<file path="src/rtl/lsu_pkg.sv">
// Shared LSU types: RV32I funct3 codes, FSM state encoding, funct3 legality and alignment helpers.
// No logic latency; no flow control.
package lsu_pkg;

    localparam logic [2:0] F3_LB  = 3'b000;
    localparam logic [2:0] F3_LH  = 3'b001;
    localparam logic [2:0] F3_LW  = 3'b010;
    localparam logic [2:0] F3_LBU = 3'b100;
    localparam logic [2:0] F3_LHU = 3'b101;
    localparam logic [2:0] F3_SB  = 3'b000;
    localparam logic [2:0] F3_SH  = 3'b001;
    localparam logic [2:0] F3_SW  = 3'b010;

    typedef enum logic [1:0] {
        ST_IDLE,
        ST_REQ,
        ST_WAIT_R,
        ST_RESP
    } lsu_state_t;

    function automatic logic f3_legal(input logic wen, input logic [2:0] f3);
        if (wen)
            return f3 inside {F3_SB, F3_SH, F3_SW};
        return f3 inside {F3_LB, F3_LH, F3_LW, F3_LBU, F3_LHU};
    endfunction

    // Size lives in funct3[1:0]: 01 = halfword, 10 = word.
    function automatic logic f3_misaligned(input logic [1:0] size, input logic [1:0] lo);
        case (size)
            2'b01:   return lo[0];
            2'b10:   return lo != 2'b00;
            default: return 1'b0;
        endcase
    endfunction

endpackage

</file>
<file path="src/rtl/lsu_if.sv">
// Execute-side request/response bundle and memory-side bus bundle for the LSU.
// Pure wiring; valid/ready on requests, responses are unthrottled pulses.
interface lsu_req_if;
    logic        req_valid;
    logic        req_ready;
    logic        req_wen;
    logic [2:0]  req_funct3;
    logic [31:0] req_addr;
    logic [31:0] req_wdata;
    logic        resp_valid;
    logic [31:0] resp_rdata;
    logic        resp_err;

    modport master (output req_valid, req_wen, req_funct3, req_addr, req_wdata,
                    input  req_ready, resp_valid, resp_rdata, resp_err);
    modport slave  (input  req_valid, req_wen, req_funct3, req_addr, req_wdata,
                    output req_ready, resp_valid, resp_rdata, resp_err);
endinterface

interface lsu_mem_if;
    logic        mem_valid;
    logic        mem_ready;
    logic [31:0] mem_addr;
    logic        mem_wen;
    logic [3:0]  mem_wmask;
    logic [31:0] mem_wdata;
    logic        mem_rvalid;
    logic [31:0] mem_rdata;

    modport master (output mem_valid, mem_addr, mem_wen, mem_wmask, mem_wdata,
                    input  mem_ready, mem_rvalid, mem_rdata);
    modport slave  (input  mem_valid, mem_addr, mem_wen, mem_wmask, mem_wdata,
                    output mem_ready, mem_rvalid, mem_rdata);
endinterface

</file>
<file path="src/rtl/lsu_align.sv">
// Byte-lane steering: store mask/data replication and load byte/half extraction with extension.
// Purely combinational, zero latency; no flow control.
module lsu_align
    import lsu_pkg::*;
(
    input  logic [2:0]  funct3,
    input  logic [1:0]  addr_lo,
    input  logic [31:0] wdata,
    input  logic [31:0] rdata,
    output logic [3:0]  wmask,
    output logic [31:0] wdata_rep,
    output logic [31:0] rdata_ext
);

    logic [7:0]  rd_byte;
    logic [15:0] rd_half;

    always_comb begin
        wmask     = 4'b1111;
        wdata_rep = wdata;
        case (funct3[1:0])
            2'b00: begin
                wmask     = 4'b0001 << addr_lo;
                wdata_rep = {4{wdata[7:0]}};
            end
            2'b01: begin
                // A halfword at offset 3 loses its upper byte off the top of the word.
                wmask     = 4'b0011 << addr_lo;
                wdata_rep = {2{wdata[15:0]}};
            end
            default: ;
        endcase
    end

    always_comb begin
        rd_byte   = rdata[{addr_lo, 3'b000} +: 8];
        rd_half   = addr_lo[1] ? rdata[31:16] : rdata[15:0];
        rdata_ext = rdata;
        case (funct3)
            F3_LB:   rdata_ext = {{24{rd_byte[7]}}, rd_byte};
            F3_LBU:  rdata_ext = {24'h0, rd_byte};
            F3_LH:   rdata_ext = {{16{rd_half[15]}}, rd_half};
            F3_LHU:  rdata_ext = {16'h0, rd_half};
            default: ;
        endcase
    end

endmodule

</file>
<file path="src/rtl/lsu.sv">
// RV32I load/store unit; LSU_MISALIGN_TRAP_EN turns misaligned LH/LHU/LW/SH/SW into error responses.
// Latency fire->resp: load 3, store 2, illegal 1 cycle with zero-wait memory; timeout after TIMEOUT_CYCLES.
// One access in flight: req_ready only in IDLE; mem_* held until mem_ready; resp is a pulse with no backpressure.
module lsu
    import lsu_pkg::*;
#(
    parameter int TIMEOUT_CYCLES = 255
) (
    input  logic      clk,
    input  logic      rst,
    lsu_req_if.slave  req,
    lsu_mem_if.master mem
);

    localparam int CW = ($clog2(TIMEOUT_CYCLES + 1) > 9) ? $clog2(TIMEOUT_CYCLES + 1) : 9;

    lsu_state_t  state_q, state_d;
    logic        wen_q;
    logic [2:0]  f3_q;
    logic [31:0] addr_q;
    logic [31:0] wdata_q;
    logic [31:0] rdata_q;
    logic        err_q;
    logic [CW-1:0] cnt_q;

    logic        fire;
    logic        req_ok;
    logic        tmo;
    logic        tmo_hit;
    logic [3:0]  wmask;
    logic [31:0] wdata_rep;
    logic [31:0] rdata_ext;

    assign fire = req.req_valid && (state_q == ST_IDLE);
    // Fires on the cycle whose edge brings the counter up to TIMEOUT_CYCLES.
    assign tmo  = (int'(cnt_q) + 1) >= TIMEOUT_CYCLES;

    always_comb begin
        req_ok = f3_legal(req.req_wen, req.req_funct3);
`ifdef LSU_MISALIGN_TRAP_EN
        if (f3_misaligned(req.req_funct3[1:0], req.req_addr[1:0]))
            req_ok = 1'b0;
`endif
    end

    lsu_align u_align (
        .funct3    (f3_q),
        .addr_lo   (addr_q[1:0]),
        .wdata     (wdata_q),
        .rdata     (mem.mem_rdata),
        .wmask     (wmask),
        .wdata_rep (wdata_rep),
        .rdata_ext (rdata_ext)
    );

    always_ff @(posedge clk) begin
        if (rst)
            state_q <= ST_IDLE;
        else
            state_q <= state_d;
    end

    always_comb begin
        state_d = state_q;
        tmo_hit = 1'b0;
        case (state_q)
            ST_IDLE:
                if (fire) state_d = req_ok ? ST_REQ : ST_RESP;
            ST_REQ:
                if (mem.mem_ready && wen_q) begin
                    state_d = ST_RESP;
                end else if (tmo) begin
                    state_d = ST_RESP;
                    tmo_hit = 1'b1;
                end else if (mem.mem_ready) begin
                    state_d = ST_WAIT_R;
                end
            ST_WAIT_R:
                if (mem.mem_rvalid) begin
                    state_d = ST_RESP;
                end else if (tmo) begin
                    state_d = ST_RESP;
                    tmo_hit = 1'b1;
                end
            ST_RESP:
                state_d = ST_IDLE;
            default:
                state_d = ST_IDLE;
        endcase
    end

    always_comb begin
        req.req_ready   = (state_q == ST_IDLE);
        mem.mem_valid   = (state_q == ST_REQ);
        mem.mem_wen     = (state_q == ST_REQ) && wen_q;
        mem.mem_wmask   = ((state_q == ST_REQ) && wen_q) ? wmask : 4'b0000;
        mem.mem_addr    = {addr_q[31:2], 2'b00};
        mem.mem_wdata   = wdata_rep;
        req.resp_valid  = (state_q == ST_RESP);
        req.resp_err    = (state_q == ST_RESP) && err_q;
        req.resp_rdata  = (state_q == ST_RESP) ? rdata_q : 32'h0;
    end

    always_ff @(posedge clk) begin
        if (rst) begin
            wen_q   <= 1'b0;
            f3_q    <= 3'b000;
            addr_q  <= 32'h0;
            wdata_q <= 32'h0;
            rdata_q <= 32'h0;
            err_q   <= 1'b0;
            cnt_q   <= '0;
        end else begin
            if (fire) begin
                wen_q   <= req.req_wen;
                f3_q    <= req.req_funct3;
                addr_q  <= req.req_addr;
                wdata_q <= req.req_wdata;
                rdata_q <= 32'h0;
                err_q   <= !req_ok;
                cnt_q   <= '0;
            end
            if (state_q == ST_REQ || state_q == ST_WAIT_R)
                cnt_q <= cnt_q + 1'b1;
            if (tmo_hit)
                err_q <= 1'b1;
            // Returns outside WAIT_R (late, post-timeout, post-reset) never land here.
            if (state_q == ST_WAIT_R && mem.mem_rvalid)
                rdata_q <= rdata_ext;
        end
    end

endmodule

</file>
<file path="src/flat_wrapper.sv">
// flat-port wrapper written by rule: the top's interface ports become plain ports
module lsu_flat import lsu_pkg::*;
#(
    parameter int TIMEOUT_CYCLES = 255
)
  (clk, rst, req_req_valid, req_req_wen, req_req_funct3, req_req_addr, req_req_wdata, req_req_ready, req_resp_valid, req_resp_rdata, req_resp_err, mem_mem_valid, mem_mem_addr, mem_mem_wen, mem_mem_wmask, mem_mem_wdata, mem_mem_ready, mem_mem_rvalid, mem_mem_rdata);
  lsu_req_if req_i ();
  lsu_mem_if mem_i ();
  input  logic clk;
  input  logic rst;
  input wire logic [$bits(req_i.req_valid)-1:0] req_req_valid;
  input wire logic [$bits(req_i.req_wen)-1:0] req_req_wen;
  input wire logic [$bits(req_i.req_funct3)-1:0] req_req_funct3;
  input wire logic [$bits(req_i.req_addr)-1:0] req_req_addr;
  input wire logic [$bits(req_i.req_wdata)-1:0] req_req_wdata;
  output wire logic [$bits(req_i.req_ready)-1:0] req_req_ready;
  output wire logic [$bits(req_i.resp_valid)-1:0] req_resp_valid;
  output wire logic [$bits(req_i.resp_rdata)-1:0] req_resp_rdata;
  output wire logic [$bits(req_i.resp_err)-1:0] req_resp_err;
  output wire logic [$bits(mem_i.mem_valid)-1:0] mem_mem_valid;
  output wire logic [$bits(mem_i.mem_addr)-1:0] mem_mem_addr;
  output wire logic [$bits(mem_i.mem_wen)-1:0] mem_mem_wen;
  output wire logic [$bits(mem_i.mem_wmask)-1:0] mem_mem_wmask;
  output wire logic [$bits(mem_i.mem_wdata)-1:0] mem_mem_wdata;
  input wire logic [$bits(mem_i.mem_ready)-1:0] mem_mem_ready;
  input wire logic [$bits(mem_i.mem_rvalid)-1:0] mem_mem_rvalid;
  input wire logic [$bits(mem_i.mem_rdata)-1:0] mem_mem_rdata;
  assign req_i.req_valid = req_req_valid;
  assign req_i.req_wen = req_req_wen;
  assign req_i.req_funct3 = req_req_funct3;
  assign req_i.req_addr = req_req_addr;
  assign req_i.req_wdata = req_req_wdata;
  assign req_req_ready = req_i.req_ready;
  assign req_resp_valid = req_i.resp_valid;
  assign req_resp_rdata = req_i.resp_rdata;
  assign req_resp_err = req_i.resp_err;
  assign mem_mem_valid = mem_i.mem_valid;
  assign mem_mem_addr = mem_i.mem_addr;
  assign mem_mem_wen = mem_i.mem_wen;
  assign mem_mem_wmask = mem_i.mem_wmask;
  assign mem_mem_wdata = mem_i.mem_wdata;
  assign mem_i.mem_ready = mem_mem_ready;
  assign mem_i.mem_rvalid = mem_mem_rvalid;
  assign mem_i.mem_rdata = mem_mem_rdata;
  lsu #(.TIMEOUT_CYCLES(TIMEOUT_CYCLES)) u_core (.clk(clk), .rst(rst), .req(req_i), .mem(mem_i));
endmodule
</file>
<file path="config.mk">
export PLATFORM = sky130hd
export DESIGN_NAME = lsu_flat
export DESIGN_NICKNAME = d
export VERILOG_FILES = /design/src/rtl/lsu_pkg.sv /design/src/rtl/lsu_if.sv /design/src/rtl/lsu_align.sv /design/src/rtl/lsu.sv /design/src/flat_wrapper.sv
export SDC_FILE = /design/constraint.sdc
export NUM_CORES = 1
export LEC_CHECK = 0
export CELL_PAD_IN_SITES_DETAIL_PLACEMENT = 0
export CELL_PAD_IN_SITES_GLOBAL_PLACEMENT = 2
export CORE_MARGIN = 2
export CORE_UTILIZATION = 23
export CTS_CLUSTER_DIAMETER = 150
export CTS_CLUSTER_SIZE = 40
export DETAILED_ROUTE_END_ITERATION = 8
export MAX_ROUTING_LAYER = met4
export PLACE_DENSITY = 0.84
export SETUP_SLACK_MARGIN = 0.3
export SYNTH_ARGS = -nofsm -noshare
export SYNTH_HDL_FRONTEND = slang
export SYNTH_SLANG_ARGS = --single-unit
</file>
<file path="constraint.sdc">
create_clock -name clk -period 2.01 [get_ports clk]
set_input_delay 0.402 -clock clk [delete_from_list [all_inputs] [get_ports clk]]
set_output_delay 0.402 -clock clk [all_outputs]
set_load 0.005 [all_outputs]
</file>
==> results.tsv, run 1 <==
metric	value	unit
status	completed	
Critical Path Sink	req_resp_rdata[12]	
total track usage	16.2	%
endpoint class of the critical path	primary output	
core footprint	24400	um2
clock share of power	18.6	%
CP startpoint	u_core.state_q[0]$_SDFFE_PP0P_	
highest ir drop seen on vdd	414	uV
CTS root buf	clkbuf_16	
fin crit period	1.94	ns
Die Wd	162	um
vias in the first global route	5751	
DRC	0	
Tcrit/Tclk final	96.7	%
Seq cells post-synth	112	
CTS tree	built	
P_sw	3.58	mW
Via Count	5781	
ANT nets after route	0	
Die Area	26200	um2
CTS Sinks	112	
Net Sw Frac	35.7	%
Pint	6.45	mW
asr flop ratio synth	0	%
Post-synth EDFFs	0	
sequential power share	29.7	%
Post-Route WL	22100	um
largest net degree at the start of global routing	47	
part of the Yosys area used for sequential elements	39.0	%
post-route setup slack	0.0658	ns
Final Cell Area	9980	um2
Max Fanout on Critical Path	8	
fin. max-slew vios	0	
port bufs	207	
dominant cells by area after synthesis	dfxtp_1, nand2_1, a21oi_1	
post-synth top area cell	dfxtp_1	
ys flop type	dfxtp_1	
power share of the combinational group	51.7	%
Pre-antenna DRT Iters	7	
worst slew margin relative to its limit	63.0	%
IO Pins	210	
post-detailed-placement cell area	8100	um2
synthesized instance count	702	
DP Cell Count	1182	
layout cell share with drive strength beyond 1	35.6	%
RR Endpoint	u_core.rdata_q[17]$_SDFFE_PP0P_	
MaxCap Viol Count	0	
worst min-delay path category	register to register	
synthesized area per cell	8.18	um2
Clock Tree Buf Depth	2	
top cell type's share of synthesized area	39.0	%
crit path launch type	register	
Worst EP required	1.61	ns
Final nets	1036	
post-layout util	40.9	%
R2R setup slack	0.22	ns
detailed placement HPWL	14300	um
reg2reg path depth	7	
wire length of the first global-routing pass	32200	um
r2r startpoint	u_core.state_q[1]$_SDFFE_PP0P_	
RSZ-0062 raised after global routing	yes	
Reg clk slew, reported paths	0.08	ns
gr ovfl total	0	
Chip Height	162	um
CP arrival	1.54	ns
clk_lat worst skew	0.36	ns
final cell count without fillers	1253	
TNS Setup	0	ns
WS Path Type	register to primary output	
dpl ws	-0.218	ns
Via density	4.61	
final setup fails	0	
top-count cell post-synth	nand2_1	
Placer Congestion	0.824	
final setup skew	0.00839	ns
Static Leak	3.92	nW
Synth Cell Area	5740	um2
WL/cell	17.6	um
total power	10.0	mW
Least-Margin Pin Slew	0.555	ns
final hold vios	0	
initial antenna violation count	0	
H-tree depth	3	
power per cell area	1010	nW/um2
area delta synth->final	73.8	%
worst hold start	u_core.addr_q[30]$_SDFFE_PP0P_	
initial DRC count	335	
CTS Hold Bufs	0	
FMAX	514	MHz
most common library cells after synthesis	nand2_1, dfxtp_1, a21oi_1	
synth warn	0	
final hold slack	0.455	ns
number of inserted diodes	0	
Initial Utilization	23.5	%
Unique masters post-synth	54	
cts bufs inserted	9	
Core Rows	57	
==> per-layer routing <==
metal / track usage, % / vias to the layer above / wire [um]
li1: - / 2844 / -
met1: 19.5 / 2690 / 9310
met5: - / - / 0
met3: 4.85 / 25 / 1770
met4: 5.67 / 0 / 439
met2: 25.7 / 222 / 10500
==> how the worst min path moves through the flow <==
stage	to	slack (ns)	depth (start not counted)
after detailed placement	u_core.rdata_q[2]$_SDFFE_PP0P_	0.44	2
after floorplan	u_core.rdata_q[7]$_SDFFE_PP0P_	0.43	2
after CTS	u_core.addr_q[5]$_SDFFE_PP0P_	0.46	2
final	u_core.addr_q[30]$_SDFFE_PP0P_	0.46	2
after global placement	u_core.rdata_q[5]$_SDFFE_PP0P_	0.44	2
after global routing	u_core.addr_q[18]$_SDFFE_PP0P_	0.47	2
==> power by group through the flow <==
stage               sequential (mW)  combinational (mW)  clock, mW
floorplan                      2.83                2.10          0
global placement               2.90                3.59          0
detailed placement             2.92                3.58          0
CTS                            2.94                4.38       1.94
global route                   3.04                5.61       2.01
finish                         2.98                5.19       1.86
==> registers in the layout, indices dropped and copies added (netlist names) <==
| register | count |
|---|---|
| u_core.rdata_q | 32 |
| u_core.f3_q | 3 |
| u_core.cnt_q | 9 |
| u_core.wen_q | 1 |
| u_core.wdata_q | 32 |
| u_core.state_q | 2 |
| u_core.err_q | 1 |
| u_core.addr_q | 32 |
==> cell type report <==
cell class / instances / area (um2)
fill: 2468 / 14400
timing repair buffer: 304 / 3410
tap: 324 / 405
clock buffer: 11 / 243
multi-input combinational: 487 / 3530
inverter: 11 / 51.3
sequential: 112 / 2280
clock inverter: 4 / 53.8
==> layout by cell type, fill, tap and decap left out, drive strengths merged, types with 2 or more instances in the layout <==
cell | Yosys | routed
nand2 | 165 | 165
buf | 54 | 156
clkdlybuf4s50 | 0 | 133
dfxtp | 112 | 112
a21oi | 102 | 102
and2 | 36 | 36
mux2i | 20 | 20
o21ai | 20 | 20
clkbuf | 39 | 18
a221o | 17 | 17
mux2 | 16 | 16
inv | 10 | 12
nor2 | 10 | 10
a211oi | 9 | 9
nor3 | 8 | 8
a22o | 7 | 7
a221oi | 7 | 7
dlygate4sd2 | 0 | 7
nor2b | 7 | 7
ha | 6 | 6
nand2b | 6 | 6
o221ai | 6 | 6
o22ai | 4 | 4
nand3 | 4 | 4
a311oi | 4 | 4
nand3b | 3 | 3
mux4 | 3 | 3
o21bai | 2 | 2
a21o | 2 | 2
nand4 | 2 | 2
a211o | 2 | 2
conb | 1 | 2
clkinvlp | 0 | 2
and3 | 2 | 2
a21bo | 2 | 2
or2 | 2 | 2
==> cells by family after synthesis <==
kind of cell / Yosys count / synth area share, %
other cells: 1 / 0.0653
buf+inv: 104 / 10.1
mux: 39 / 7.80
flops: 112 / 39.0
compound gates: 190 / 22.0
fa+ha+maj: 6 / 1.31
simple gates: 250 / 19.7
==> worst max-delay path, stage by stage (launching register included) <==
cell and delay [ns]:
dfxtp_4 0.38, ha_4 0.19, buf_6 0.12, buf_12 0.11
buf_16 0.13, and2_4 0.13, buf_6 0.11
==> what timing repair did <==
action	CTS	global route
gates resized for setup	435	124
cloned	7	7
pin swaps	36	45
buffers inserted	30	12
endpoints found under the setup margin	105	116
(Power assumes the default switching activity.)
==> inputs of run 2 (changes only) <==
--- a/config.mk
+++ b/config.mk
@@ -5,10 +5,8 @@
 export SDC_FILE = /design/constraint.sdc
 export NUM_CORES = 1
 export LEC_CHECK = 0
-export CELL_PAD_IN_SITES_DETAIL_PLACEMENT = 0
-export CELL_PAD_IN_SITES_GLOBAL_PLACEMENT = 2
 export CORE_MARGIN = 2
-export CORE_UTILIZATION = 23
+export CORE_UTILIZATION = 41
 export CTS_CLUSTER_DIAMETER = 150
 export CTS_CLUSTER_SIZE = 40
 export DETAILED_ROUTE_END_ITERATION = 8
==> run 2 against run 1 <==
Effect of this change: total power increased by 20%; final cell count decreased by 8.9%; global-route usage increased by 12 points; register-to-register slack got worse by 0.20 ns; maximum frequency decreased by 2.3%; clock power increased by 5%; count of clock-buffer cells in the layout unchanged; worst hold slack improved by 0.0031 ns; sequential share of layout area decreased by 2.1 points; critical path depth increased by 6; critical endpoint is now u_core.state_q[0]$_SDFFE_PP0P_; highest routed layer unchanged.
==> results.tsv, run 2 (synthesized netlist as in run 1, its figures left out) <==
metric	value	unit	change
status	completed		
met1 GRT Util	32.2	%	+13 points
CTS Sinks	112		unchanged
DP Cell Count	1034		-13%
fin crit period	1.99	ns	+0.0460 ns
final hold vios	0		unchanged
number of inserted diodes	0		unchanged
global route hottest layer	met2		
Clock Tree Buf Depth	2		unchanged
commonest non-fill, non-tap cells in the layout	clkdlybuf4s50_1, dfxtp_1, buf_6, nand2_1, a21oi_2		
FMAX	502	MHz	-2.3%
Max Fanout on Critical Path	7		-1
WL/cell	23.8	um	+35%
TNS Setup	0	ns	unchanged
Post-Route WL	27100	um	+23%
total power	12.1	mW	+20%
worst slew margin relative to its limit	55.3	%	-7.8 points
met2 Usage GRT	46.5	%	+21 points
total track usage	28.2	%	+12 points
commonest non-fill, non-tap cell in the layout	clkdlybuf4s50_1		
Top Family by Delay on Critical Path	buffers and inverters		
fin. max-slew vios	0		unchanged
highest ir drop seen on vdd	705	uV	+70%
GR Layer Usage met3	5.76	%	+0.91 points
Least-Margin Pin Slew	0.671	ns	+0.116 ns
biggest regs	u_core.addr_q: 32 flops, u_core.rdata_q: 32 flops, u_core.wdata_q: 32 flops		
core footprint	13800	um2	-44%
delay of the slowest critical-path stage	0.36	ns	-0.02 ns
area delta synth->final	92.2	%	
IO Pins	210		unchanged
largest net degree at the start of global routing	100		+110%
WP buf/inv	7		+3
crit path launch type	register		
CTS tree	built		
H-tree depth	3		unchanged
Initial Utilization	41.7	%	+18 points
Worst path slowest cell	dfxtp_4		
Via density	5.92		+28%
Via Count	6757		+17%
power per cell area	1090	nW/um2	+8.9%
vias in the first global route	6034		+4.9%
MaxCap Viol Count	0		unchanged
final setup skew	0.00867	ns	+0.000275 ns
dpl ws	-0.245	ns	-0.0277 ns
ANT nets after route	0		unchanged
DRC	0		unchanged
detailed placement HPWL	12200	um	-15%
post-detailed-placement cell area	7900	um2	-2.4%
worst min-delay path category	register to register		
Tcrit/Tclk final	99.0	%	+2.3 points
Chip Height	122	um	-24%
Final nets	1068		+3.1%
CTS root buf	clkbuf_16		
RSZ-0062 raised after global routing	yes		
port bufs	207		unchanged
post-route setup slack	0.0198	ns	-0.0460 ns
initial antenna violation count	0		unchanged
crit-path cells	buf_6, buf_12, clkinv_8, buf_6, ha_4, buf_6, buf_12, nand2_8, buf_12, o21ai_2, o21bai_1, a311oi_1		
WS Path Type	register to register		
Final Cell Area	11000	um2	+11%
CP arrival	2.24	ns	+0.70 ns
Die Area	15000	um2	-43%
gr ovfl total	0		unchanged
Worst EP required	2.25	ns	+0.64 ns
layout cell share with drive strength beyond 1	51.9	%	+16 points
clk_lat worst skew	0.36	ns	about the same
Die Wd	122	um	-24%
Placer Congestion	0.865		+5.0%
wire length of the first global-routing pass	31700	um	-1.6%
Pre-antenna DRT Iters	5		-2
Static Leak	4.56	nW	+16%
final cell count without fillers	1142		-8.9%
initial DRC count	599		+79%
cts bufs inserted	9		unchanged
endpoint class of the critical path	register		
Reg clk slew, reported paths	0.08	ns	about the same
Core Rows	43		-25%
final setup fails	0		unchanged
run 2: cell count changes in the layout (fill, tap and decap cells not counted), moves of 5 or more:
| cell | previous run | this run |
|---|---|---|
| a21oi_1 | 86 | 25 |
| a21oi_2 | 14 | 76 |
| buf_12 | 17 | 26 |
| buf_16 | 8 | 13 |
| buf_4 | 37 | 42 |
| buf_6 | 76 | 83 |
| nand2_1 | 148 | 79 |
| nand2_2 | 3 | 22 |
| nand2_4 | 12 | 63 |
run 2: timing repair:
item	in CTS	in global routing
buffers inserted	46	17
setup endpoints to repair	133	182
gates resized for setup	445	324
cloned	15	14
pin swaps	43	155
hold buffers	0	0
run 2: worst register-to-register path: cells and delay by family (launching register included):
| family | cells | cell delay, ns |
|---|---|---|
| compound gates | 3 | 0.51 |
| fa+ha+maj | 1 | 0.13 |
| buf+inv | 7 | 0.77 |
| flops | 1 | 0.36 |
| simple gates | 1 | 0.09 |
run 2: layer usage:
metal	up-vias	wire length [um]
met5	-	0
met1	3292	9560
met3	118	2180
met2	420	13900
met4	0	1460
li1	2927	-
run 2: final timing paths:
check / startpoint / endpoint / slack [ns] / cells after the start
max: u_core.state_q[1]$_SDFFE_PP0P_ / u_core.state_q[0]$_SDFFE_PP0P_ / 0.02 / 12
min: u_core.addr_q[24]$_SDFFE_PP0P_ / u_core.addr_q[24]$_SDFFE_PP0P_ / 0.46 / 2
max reg2reg: u_core.state_q[1]$_SDFFE_PP0P_ / u_core.state_q[0]$_SDFFE_PP0P_ / 0.02 / 12
min reg2reg: u_core.addr_q[24]$_SDFFE_PP0P_ / u_core.addr_q[24]$_SDFFE_PP0P_ / 0.46 / 2
run 2: layout make-up:
type                    instances  area [um2]
well taps                     180         225
inverters                      11        67.6
flip-flops and latches        112        2290
multi-input cells             487        4180
fillers                       759        2730
repair buffers                336        3970
clock inverters                 5        61.3
clock buffers                  11         253
run 2: per-stage QoR:
stage	hold slack, ns	util, %
floorplan	0.427	-
global placement	0.434	57.3
detailed placement	0.442	57.3
CTS	0.453	68.3
global route	0.474	80.2
finish	0.458	80.2
run 2: power breakdown:
group / total [mW] / switching, mW / internal [mW]
combinational: 7.10 / 3.32 / 3.77
clock: 1.96 / 0.907 / 1.05
sequential: 3.03 / 0.389 / 2.64
==> inputs of run 3 (changes only) <==
--- a/config.mk
+++ b/config.mk
@@ -5,13 +5,14 @@
 export SDC_FILE = /design/constraint.sdc
 export NUM_CORES = 1
 export LEC_CHECK = 0
+export ABC_AREA = 1
 export CORE_MARGIN = 2
 export CORE_UTILIZATION = 41
 export CTS_CLUSTER_DIAMETER = 150
 export CTS_CLUSTER_SIZE = 40
 export DETAILED_ROUTE_END_ITERATION = 8
 export MAX_ROUTING_LAYER = met4
-export PLACE_DENSITY = 0.84
+export PLACE_DENSITY = 0.83
 export SETUP_SLACK_MARGIN = 0.3
 export SYNTH_ARGS = -nofsm -noshare
 export SYNTH_HDL_FRONTEND = slang
==> run 3 against run 2 <==
Effect of this change: synthesized cell count up 19%; via count down 1.2%; clock power down 10%; worst hold slack better by 0.0055 ns; count of clock-buffer cells in the layout unchanged; utilization down 11 points; sequential share of layout area up 2.9 points; synthesized area up 2.0%; clock skew down 0.0021 ns; largest power group unchanged; highest routed layer unchanged.
==> results.tsv, run 3 <==
metric	value	unit	change
dominant cells by area after synthesis	dfxtp_1, nand2_1, a21oi_1		
Via density	5.39		-8.8%
crit-path cells	nor2_4, buf_6, buf_6, nand2_4, o211ai_1, buf_2		
R2R setup slack	0.15	ns	+0.13 ns
asr flop ratio synth	0	%	unchanged
Tcrit/Tclk final	96.0	%	-3.0 points
ys flop type	dfxtp_1		
TNS Setup	0	ns	unchanged
synthesized area per cell	7.00	um2	-14%
synthesized instance count	837		+19%
vias in the first global route	5924		-1.8%
CP arrival	1.53	ns	-0.71 ns
Synth Area in Adders	1.28	%	-0.025 points
detailed placement HPWL	12300	um	+1.3%
synth warn	0		unchanged
Unique masters post-synth	39		-28%
Die Wd	124	um	+0.94%
highest ir drop seen on vdd	617	uV	-12%
Static Leak	4.41	nW	-3.2%
post-route setup slack	0.0801	ns	+0.0602 ns
initial DRC count	736		+23%
post-layout util	69.3	%	-11 points
mux contribution to synthesized area	0.855	%	-6.9 points
final hold vios	0		unchanged
ANT nets after route	0		unchanged
initial antenna violation count	0		unchanged
WL/cell	18.3	um	-23%
largest net degree at the start of global routing	65		-35%
top cell type's share of synthesized area	38.3	%	-0.75 points
core footprint	13900	um2	+1.2%
Post-synth EDFFs	0		unchanged
cts bufs inserted	9		unchanged
Post-Synth XOR/XNOR Area	0	%	unchanged
worst hold start	u_core.addr_q[26]$_SDFFE_PP0P_		
Via Count	6677		-1.2%
number of inserted diodes	0		unchanged
Final nets	1164		+9.0%
worst min-delay path category	register to register		
gr ovfl total	0		unchanged
Chip Height	124	um	+0.94%
most common library cells after synthesis	nand2_1, dfxtp_1, a21oi_1		
Synth Cell Area	5860	um2	+2.0%
RSZ-0062 raised after global routing	yes		
total track usage	25.2	%	-3.1 points
port bufs	207		unchanged
Post-Route WL	22700	um	-16%
power per cell area	1060	nW/um2	-3.6%
Max Fanout on Critical Path	6		-1
final setup skew	0.00654	ns	-0.00213 ns
worst slew margin relative to its limit	66.3	%	+11 points
delay of the slowest critical-path stage	0.37	ns	about the same
part of the Yosys area used for sequential elements	38.3	%	-0.75 points
crit path launch type	register		
top-count cell post-synth	nand2_1		
main combinational cell family by area after synthesis	simple AND/OR/NAND/NOR gates		
reg2reg path depth	7		-5
Initial Utilization	42.0	%	+0.33 points
RR Endpoint	u_core.rdata_q[4]$_SDFFE_PP0P_		
DRC	0		unchanged
biggest regs	u_core.addr_q: 32 flops, u_core.rdata_q: 32 flops, u_core.wdata_q: 32 flops		
H-tree depth	3		unchanged
IO Pins	210		unchanged
Die Area	15300	um2	+1.9%
CTS Sinks	112		unchanged
endpoint class of the critical path	primary output		
Core Rows	43		unchanged
r2r startpoint	u_core.addr_q[1]$_SDFFE_PP0P_		
fin. max-slew vios	0		unchanged
post-synth top area cell	dfxtp_1		
post-synthesis compound-gate area fraction	21.7	%	-0.29 points
CTS root buf	clkbuf_16		
area delta synth->final	64.9	%	
Least-Margin Pin Slew	0.491	ns	-0.180 ns
final setup fails	0		unchanged
WHS Endpoint	u_core.addr_q[26]$_SDFFE_PP0P_		
fin crit period	1.93	ns	-0.0602 ns
WS Path Type	register to primary output		
clk_lat worst skew	0.36	ns	about the same
Pre-antenna DRT Iters	5		unchanged
FMAX	518	MHz	+3.1%
Clock Tree Buf Depth	2		unchanged
Placer Congestion	0.873		+0.89%
Worst EP required	1.61	ns	-0.64 ns
CTS tree	built		
Worst path slowest cell	dfxtp_4		
commonest non-fill, non-tap cells in the layout	nand2_1, clkdlybuf4s50_1, a21oi_1, dfxtp_1, buf_6		
fill count	1044		+38%
commonest non-fill, non-tap cell in the layout	nand2_1		
dpl ws	0.00817	ns	+0.253 ns
Reg clk slew, reported paths	0.08	ns	about the same
Hold Path Cell Cnt	2		unchanged
status	completed		
layout cell share with drive strength beyond 1	32.8	%	-19 points
wire length of the first global-routing pass	29000	um	-8.4%
MaxCap Viol Count	0		unchanged
Seq cells post-synth	112		unchanged
Post-Synth Simple-Gate Area	23.8	%	+4.1 points
Most Frequent Cell on Critical Path	buf_6		
## run 3: cell types whose count changed after synthesis, moves of 10 or more
cell | previous run | this run
a21oi_2 | 0 | 11
a221o_1 | 17 | 0
and2_1 | 35 | 0
inv_1 | 9 | 71
mux2_2 | 16 | 0
mux2i_1 | 20 | 5
nand2_1 | 165 | 287
nand3_1 | 4 | 16
nor2_1 | 9 | 27
o211ai_1 | 0 | 19
o211ai_2 | 0 | 10
o21ai_0 | 20 | 31
## run 3: metrics by stage
stage | hold WS [ns] | cell area (um2) | cells | total power, mW
after global placement | 0.451 | 7920 | 1161 | 6.28
after global routing | 0.482 | 9660 | 1238 | 10.7
after CTS | 0.466 | 8670 | 1206 | 8.73
after detailed placement | 0.455 | 7920 | 1161 | 6.33
final | 0.464 | 9660 | 1238 | 10.2
after floorplan | 0.444 | 5860 | 838 | 4.92
## run 3: worst max path at each step
stage	slack (ns)	from	depth (start not counted)	endpoint
2_1_floorplan	0.34	u_core.state_q[0]$_SDFFE_PP0P_	7	u_core.wdata_q[27]$_SDFFE_PP0P_
3_3_place_gp	0.07	mem_mem_rdata[7]	9	u_core.rdata_q[19]$_SDFFE_PP0P_
3_5_place_dp	0.008	mem_mem_rdata[7]	9	u_core.rdata_q[31]$_SDFFE_PP0P_
4_1_cts	0.09	u_core.state_q[1]$_SDFFE_PP0P_	6	req_resp_rdata[15]
5_1_grt	0.04	u_core.state_q[0]$_SDFFE_PP0P_	8	mem_mem_wmask[0]
6_report	0.08	u_core.f3_q[1]$_SDFFE_PP0P_	6	mem_mem_wdata[25]
## run 3: timing repair
item | CTS | global route
pin swaps | 37 | 31
endpoints found under the setup margin | 97 | 172
endpoints found under the hold margin | 0 | 0
hold buffers | 0 | 0
gates resized for setup | 336 | 199
setup buffers | 23 | 18
cloned | 6 | 14
## run 3: power by group
| part | switching (mW) | leakage (nW) | internal [mW] | total [mW] |
|---|---|---|---|---|
| sequential | 0.321 | 0.924 | 2.61 | 2.93 |
| combinational | 2.81 | 3.35 | 2.69 | 5.50 |
| clock | 0.876 | 0.134 | 0.888 | 1.76 |
## run 3: kinds of logic after synthesis
kind of cell	count (synthesis)
buffers and inverters	165
adders and majority gates	6
AOI/OAI and AO/OA	201
muxes	5
DFF	112
and+or+nand+nor	347
other	1
## run 3: critical path: cells and delay by family, from the launching register on
| family | cells | cell delay (ns) |
|---|---|---|
| compound gates | 1 | 0.11 |
| buf+inv | 3 | 0.42 |
| flops | 1 | 0.37 |
| simple gates | 2 | 0.26 |
## run 3: layer usage
metal / GRT usage [%] / routed length, um
met1: 28.8 / 8570
met2: 41.4 / 11300
met3: 6.64 / 2020
met4: 11.4 / 833
met5: - / 0
## run 3: layout make-up
cell class              instances  area, um2  area share (%)
well taps                     180        225            2.33
repair buffers                293       3180            32.9
flip-flops and latches        112       2280            23.7
clock buffers                  11        243            2.51
inverters                      75        322            3.33
multi-input cells             562       3360            34.8
clock inverters                 5       40.0           0.415
